## config.mk

```make
export PLATFORM = sky130hd
export DESIGN_NAME = compliment2_iter
export DESIGN_NICKNAME = d
export VERILOG_FILES = /design/src/rtl/compliment2_iter.sv
export SDC_FILE = /design/constraint.sdc
export NUM_CORES = 1
export LEC_CHECK = 0
export ABC_AREA = 1
export BUFFER_PORTS_ARGS = -buffer_cell sky130_fd_sc_hd__buf_2
export CAP_MARGIN = 20
export CORE_ASPECT_RATIO = 1.25
export CORE_UTILIZATION = 40
export CTS_CLUSTER_SIZE = 40
export DETAILED_ROUTE_END_ITERATION = 8
export HOLD_SLACK_MARGIN = 0.12
export SYNTH_ARGS = -nofsm -noshare
export SYNTH_HDL_FRONTEND = slang
export SYNTH_SLANG_ARGS = --single-unit
```

## constraint.sdc

```tcl
create_clock -name clk -period 4.1 [get_ports clk]
set_input_delay 0.41 -clock clk [delete_from_list [all_inputs] [get_ports clk]]
set_output_delay 0.41 -clock clk [all_outputs]
set_load 0.01 [all_outputs]
```

## src/rtl/compliment2_iter.sv

```systemverilog
// Multi-cycle two's-complement unit: pass / negate / abs / sign-magnitude conversion,
// processing CHUNK bits per cycle with a registered carry between slices.
module compliment2_iter #(
  parameter int unsigned WIDTH = 48,
  parameter int unsigned CHUNK = 8
) (
  input  logic             clk,
  input  logic             rst,
  input  logic             in_valid,
  output logic             in_ready,
  input  logic [WIDTH-1:0] in_data,
  input  logic [1:0]       mode,
  output logic             out_valid,
  input  logic             out_ready,
  output logic [WIDTH-1:0] out_data,
  output logic             out_ovf
);

  localparam int unsigned NCH  = WIDTH / CHUNK;
  localparam int unsigned IdxW = (NCH > 1) ? $clog2(NCH) : 1;
  localparam logic [IdxW-1:0]  LastIdx = IdxW'(NCH - 1);
  localparam logic [WIDTH-1:0] MinVal  = {1'b1, {(WIDTH - 1){1'b0}}};

  localparam logic [1:0] ModePass  = 2'b00;
  localparam logic [1:0] ModeNeg   = 2'b01;
  localparam logic [1:0] ModeAbs   = 2'b10;
  localparam logic [1:0] ModeSm2tc = 2'b11;

  if ((WIDTH < 2) || (CHUNK == 0) || ((WIDTH % CHUNK) != 0)) begin : g_param_check
    $error("compliment2_iter: WIDTH must be >= 2 and a multiple of CHUNK");
  end

  typedef enum logic [1:0] {StIdle, StBusy, StDone} state_e;

  state_e            state_q;
  logic [WIDTH-1:0]  data_q, data_d;
  logic [IdxW-1:0]   idx_q;
  logic              inv_q, carry_q, ovf_q, out_valid_q;

  logic [WIDTH-1:0]  op_in;
  logic              neg_in, ovf_in;
  logic [CHUNK:0]    sum;

  // Accept-time decode; for every mode the invert flag and initial carry coincide.
  always_comb begin
    op_in  = in_data;
    neg_in = 1'b0;
    unique case (mode)
      ModePass:  neg_in = 1'b0;
      ModeNeg:   neg_in = 1'b1;
      ModeAbs:   neg_in = in_data[WIDTH-1];
      ModeSm2tc: begin
        op_in[WIDTH-1] = 1'b0;
        neg_in         = in_data[WIDTH-1];
      end
      default:   neg_in = 1'b0;
    endcase
    ovf_in = ((mode == ModeNeg) || (mode == ModeAbs)) && (in_data == MinVal);
  end

  always_comb begin
    sum    = {1'b0, data_q[idx_q*CHUNK +: CHUNK] ^ {CHUNK{inv_q}}} + {{CHUNK{1'b0}}, carry_q};
    data_d = data_q;
    data_d[idx_q*CHUNK +: CHUNK] = sum[CHUNK-1:0];
  end

  always_ff @(posedge clk or posedge rst) begin
    if (rst) begin
      state_q     <= StIdle;
      data_q      <= '0;
      idx_q       <= '0;
      inv_q       <= 1'b0;
      carry_q     <= 1'b0;
      ovf_q       <= 1'b0;
      out_valid_q <= 1'b0;
    end else begin
      unique case (state_q)
        StIdle: begin
          if (in_valid) begin
            data_q  <= op_in;
            inv_q   <= neg_in;
            carry_q <= neg_in;
            ovf_q   <= ovf_in;
            idx_q   <= '0;
            state_q <= StBusy;
          end
        end
        StBusy: begin
          data_q  <= data_d;
          carry_q <= sum[CHUNK];
          if (idx_q == LastIdx) begin
            out_valid_q <= 1'b1;
            state_q     <= StDone;
          end else begin
            idx_q <= idx_q + 1'b1;
          end
        end
        StDone: begin
          if (out_ready) begin
            out_valid_q <= 1'b0;
            state_q     <= StIdle;
          end
        end
        default: state_q <= StIdle;
      endcase
    end
  end

  assign in_ready  = (state_q == StIdle) && !rst;
  assign out_valid = out_valid_q;
  assign out_data  = data_q;
  assign out_ovf   = ovf_q;

endmodule

```

# Word level (Yosys, flattened, before mapping)
# Cells that the tools add are included.
# totals
in_bits,54
output_inout_bits,51
word_cells,56
register_bits,57
# classes
reduce_logical,14
mux,17
bitwise_logic,1
shift,3
n_eq_ne,11
addsub,3
# op_table
op,count
one-hot mux 48 bit (2 select lines),1
bitwise mux 48 bit,1
== test 48 bit (second input constant),1
2-to-1 mux 48 bit,1
variable shift 8 x 34 -> 48 bit (first input constant),1
variable part select 48 x 7 -> 8 bit,1
variable part select 8 x 34 -> 48 bit,1
negation 6 -> 34 bit,1
adder 8 x 1 -> 9 bit,1
AND reduction 3 bit,3
inequality test 2 bit (second input constant),4
XOR 8 bit,1
== test 2 bit (second input constant),3
2-to-1 mux 2 bit,3
2-to-1 mux 3 bit,2
one-hot mux 2 bit (3 select lines),1
one-hot mux 3 bit (2 select lines),1
== test 2 x 1 -> 1 bit (second input constant),2
logical NOT 2 bit,2
2-to-1 mux 1 bit,4
one-hot mux 1 bit (2 select lines),2
AND reduction 2 bit,2
nonzero test 2 bit,2
adder 3 x 1 -> 3 bit (second input constant),1
6 further kinds,7

# Depth between registers and ports, before layout
# logic_depth
ltp_word,6
ltp_mapped,18
depth_no_buf,17

# Least setup slack after synthesis
# Ideal clock, no wire load.
# synth_timing
kind,register to register
startpoint,register idx_q[0]
endpoint,"register data_q[34], in the netlist out_data[34]"
stages_incl_launch_ff,16
setup_ns,0.069
setup_slack_ns,1.624
arrival_ns,2.407
n_path_buf,4
cell_sequence,dfrtp_1 buf_4 inv_4 buf_6 buf_6 ha_1 ha_1 inv_1 nor2_2 nand3_1 nor2_2 nor2_1 inv_1 buf_2 nand3_1 nand3_1
# synth_via
elab_chain_cells,6
# synth_lines
item,line,rtl
from (decl),37,logic [IdxW-1:0] idx_q;
from (signal assigned),95,idx_q <= idx_q + 1'b1;
variable part select 48 x 7 -> 8 bit,62,"sum = {1'b0, data_q[idx_q*CHUNK +: CHUNK] ^ {CHUNK{inv_q}}} + {{CHUNK{1'b0}}, carry_q};"
XOR 8 bit,62,
adder 8 x 1 -> 9 bit,62,
variable part select 8 x 34 -> 48 bit,64,data_d[idx_q*CHUNK +: CHUNK] = sum[CHUNK-1:0];
bitwise mux 48 bit (*),64,
one-hot mux 48 bit (2 select lines) (*),77,unique case (state_q)
to (signal assigned),80,data_q <= op_in;
to (signal assigned),89,data_q <= data_d;
to (decl),36,"logic [WIDTH-1:0] data_q, data_d;"
# Mark *: on every way between the ends. The rest lies on a longest branch, timed or not.
# A chain may end at the register's enable or synchronous reset.

# Worst setup path in the final report
# layout_timing
startpoint,register idx_q[1]
endpoint,"register data_q[2], in the netlist out_data[2]"
# The elaborated chain is that of the path after synthesis.

==> impl_summary.md <==
Outcome
The run finished with clean final reports.

Global route
In the global route stage, met2 resource usage came out at 0.448. The met1 global-route usage is 0.369. Entering global routing, the biggest net connects 53 pins. The first-pass GRT wire length is about 21 mm. The met3 capacity usage during global routing is 0.0578.

The number of global-route vias before repair is around 4000. The layer flagged by global routing as most heavily used is met2. The initial antenna violation count was 0. For this run, the total global-route usage over all layers was measured as 0.287. The overall overflow remaining after global route is 0.

Power
The static leakage is 2.36 nW. The power per standard cell area is roughly 900 nW/um^2. VDD sags by at most roughly 0.44 mV.

Cells and area
The share of post-route cells with drive strength above 1 is 0.247. Counting the fill cells in the layout gives approximately 940. The area growth from synthesis to layout is 23.9%. The multi-input combinational cells in the finished layout cover a total of between 2000 and 2500 um^2. After the last flow step, the layout net total stands at 690. The area taken by flip-flops and latches is roughly 1400 um^2. The number of inserted diodes is 0.

Route
Summing over every cut layer, the via total after detailed routing is roughly 4200. The detailed router finished its first iteration with 316 violations. In the routed design, unresolved DRC markers number 0. The aggregate routed wire length is 13.6 mm. The average wire per standard cell is 18.0 um.

After detailed routing, the number of vias per cell comes to ~5.5. The final antenna-violating net count is 0. The total iterations of the first detailed-routing run is 5.

Timing
The number of max-slew violations in the final report is 0. The final worst-path setup slack is approximately 1.1 ns. The maximum clock frequency is between 300 and 400 MHz. Setup repair after global routing left no endpoint under its margin. The final setup skew is slightly below 0.007 ns.

The pin slew with the least headroom to its limit is between 0.9 and 1 ns. Setup violations remaining at the end of the flow were counted as 0. The number of hold violations in the final report is 0. In the finished design, the share of the clock period the worst path needs comes to 0.729. The smallest clock period supported by the final layout is computed as ~3 ns.

The relative slew slack is 0.342. Summed over all failing endpoints, the final setup total negative slack is 0 ns.

Clocking
The CTS tree is done. Clock tree synthesis selected as its root buffer the cell clkbuf_16. The clock latency of the later-clocked register in the worst-skew pair is ~0.34 ns. The level count of the clock H-tree is 3. The CTS buffer count is 9. Clock-pin slew was measured on the worst setup and hold paths at around 0.06 ns. The sink count of the clock tree is between 50 and 60. The clock tree buffer depth is 2. The buffers inserted during post-CTS setup optimization is 0. Gates resized during post-CTS repair numbered 0. For this design, the CTS-stage hold fixing added 0 buffers.

Synth
The synthesized net count is approximately 590. The post-synth design cell area is around 3800 um^2. The most common flop cell mapped by yosys is dfrtp_1. Yosys mapped a number of flops with a built-in enable equal to 0. In this run, synthesis produced a sequential element count of 57.

Counting instances in the post-synthesis netlist gives the leading cell types as nand2_1 (137), nand3_1 (68), dfrtp_1 (57). The most common cell in the synthesized netlist is nand2_1. The async set-or-reset flop fraction in the synthesized netlist is 1.00.

For this run, the register share of the synthesized area comes to 0.371. The share of synthesized area in the top cell type comes to 0.371. The Yosys warning count is 0. By area the synthesized netlist is led by dfrtp_1 (37%), nand2_1 (13%), nand3_1 (8.9%), inv_1 (5.4%), o21ai_0 (4.3%). The largest area contributor in the synthesized netlist is dfrtp_1.

The cell count after synthesis came out at around 530. The post-synthesis cell type count is 40. A synthesized cell averages about 7.3 um^2.

Die
For this configuration, the core starts out at a cell density of 0.416. The boundary pin count is approximately 110. The chip width is around 90 um. The placeable core region is about 9000 um^2. The overall die area is about 10000 um^2. In this run the core area contains 39 standard-cell rows. The die height is 112 um.

Placed design
The count of input and output buffers is between 100 and 150. The post-DP HPWL is between 10 and 15 mm. Timing analysis after detailed placement gives a worst setup slack of around 1.2 ns. At the end of routability-driven placement, the weighted congestion stood at a little over 0.9.

Worst setup path
In this run the worst path has a maximum fanout of 11. The worst setup path is launched from a flip-flop. The type of destination of the critical path is a flip-flop. Data on the critical path is required at its endpoint by around 4.3 ns. The type of the setup path with the least slack is reg2reg. The data arrival time of the worst path is approximately 3.2 ns.

Run
Across the run, the number of max-cap violations was 0.

Hold path
The class of the worst hold path is in2async.
cells by family (layout without fill, tap and decap cells):
group / Yosys count / count (layout) / synth area share
compound gates: 93 / 93 / 0.150
xor+xnor: 7 / 7 / 0.0199
fa+ha+maj: 9 / 9 / 0.0293
buf+inv: 82 / 188 / 0.0903
flops: 57 / 57 / 0.371
mux: 1 / 1 / 0.00293
simple gates: 277 / 277 / 0.336
routing by layer:
layer  up-vias  part of all wire
met5         -                 0
met4         0             0.041
met3        37             0.066
met2       184              0.47
met1      1952              0.43
li1       1978                 -
placed cells by master, fill, tap and decap left out, types with 3 or more instances in the layout:
cell        Yosys  final
a21oi_1        23     23
a22oi_1        13     13
a31oi_1         3      3
buf_2           5    104
buf_4           2      3
clkbuf_16       0      9
clkinvlp_4      0      4
dfrtp_1        57     57
ha_1            9      9
inv_1          55     54
inv_2           7      8
nand2_1       137    137
nand3_1        68     68
nand4_1        10     10
nor2_1         27     27
nor2_2          7      7
nor2_4          3      3
nor3_1          4      4
nor4_1         12     12
o211ai_1        9      9
o211ai_2        4      4
o21ai_0        33     33
o21bai_1        4      4
xor2_1          5      5
metrics by stage:
| step | cells | util | area [um^2] | hold slack [ns] | power, mW |
|---|---|---|---|---|---|
| after global placement | 739 | 0.481 | 4440 | 0.472 | 3.42 |
| after detailed placement | 739 | 0.481 | 4440 | 0.489 | 3.42 |
| after floorplan | 526 | - | 3840 | 0.515 | 2.62 |
| after global routing | 755 | 0.516 | 4760 | 0.218 | 4.58 |
| after CTS | 755 | 0.516 | 4760 | 0.190 | 4.25 |
| final | 755 | 0.516 | 4760 | 0.164 | 4.27 |
report_power, final:
part           switching (mW)  internal, mW  total [mW]
Clock                   0.293         0.530       0.823
Sequential              0.222         0.818        1.04
Combinational            1.67         0.740        2.41
Total                    2.18          2.09        4.27
final cells by class:
class / instances / share of cell area
Sequential cell: 57 / 0.300
Tap cell: 123 / 0.0324
Clock buffer: 9 / 0.0473
Clock inverter: 7 / 0.0200
Timing Repair Buffer: 107 / 0.114
Multi-Input combinational cell: 387 / 0.435
Inverter: 65 / 0.0518
worst paths after layout:
check                           startpoint            to  slack [ns]  cells past startpoint
worst max-delay path              idx_q[1]   out_data[2]        1.11                      9
worst min-delay path                   rst    state_q[1]        0.16                      2
worst max register to register    idx_q[1]   out_data[2]        1.11                      9
worst min register to register     out_ovf       out_ovf        0.50                      2
max in group asynchronous              rst  out_data[31]        3.08                      3
min in group clk                 out_ready     out_valid        0.27                      2
critical path, stage by stage, from the launching register on:
cell and delay (ns):
dfrtp_1 0.68, inv_2 0.18, ha_1 0.49, inv_1 0.20, nand4_1 0.18, nor2_1 0.13
nor2_1 0.38, clkinv_1 0.31, nand3_1 0.15, o221ai_1 0.13
registers in the layout (all words and copies together), names as in the netlist:
| name | flops |
|---|---|
| out_ovf | 1 |
| inv_q | 1 |
| carry_q | 1 |
| idx_q | 3 |
| out_data | 48 |
| out_valid | 1 |
| state_q | 2 |
Note: power is estimated with default switching activity, not from simulation.
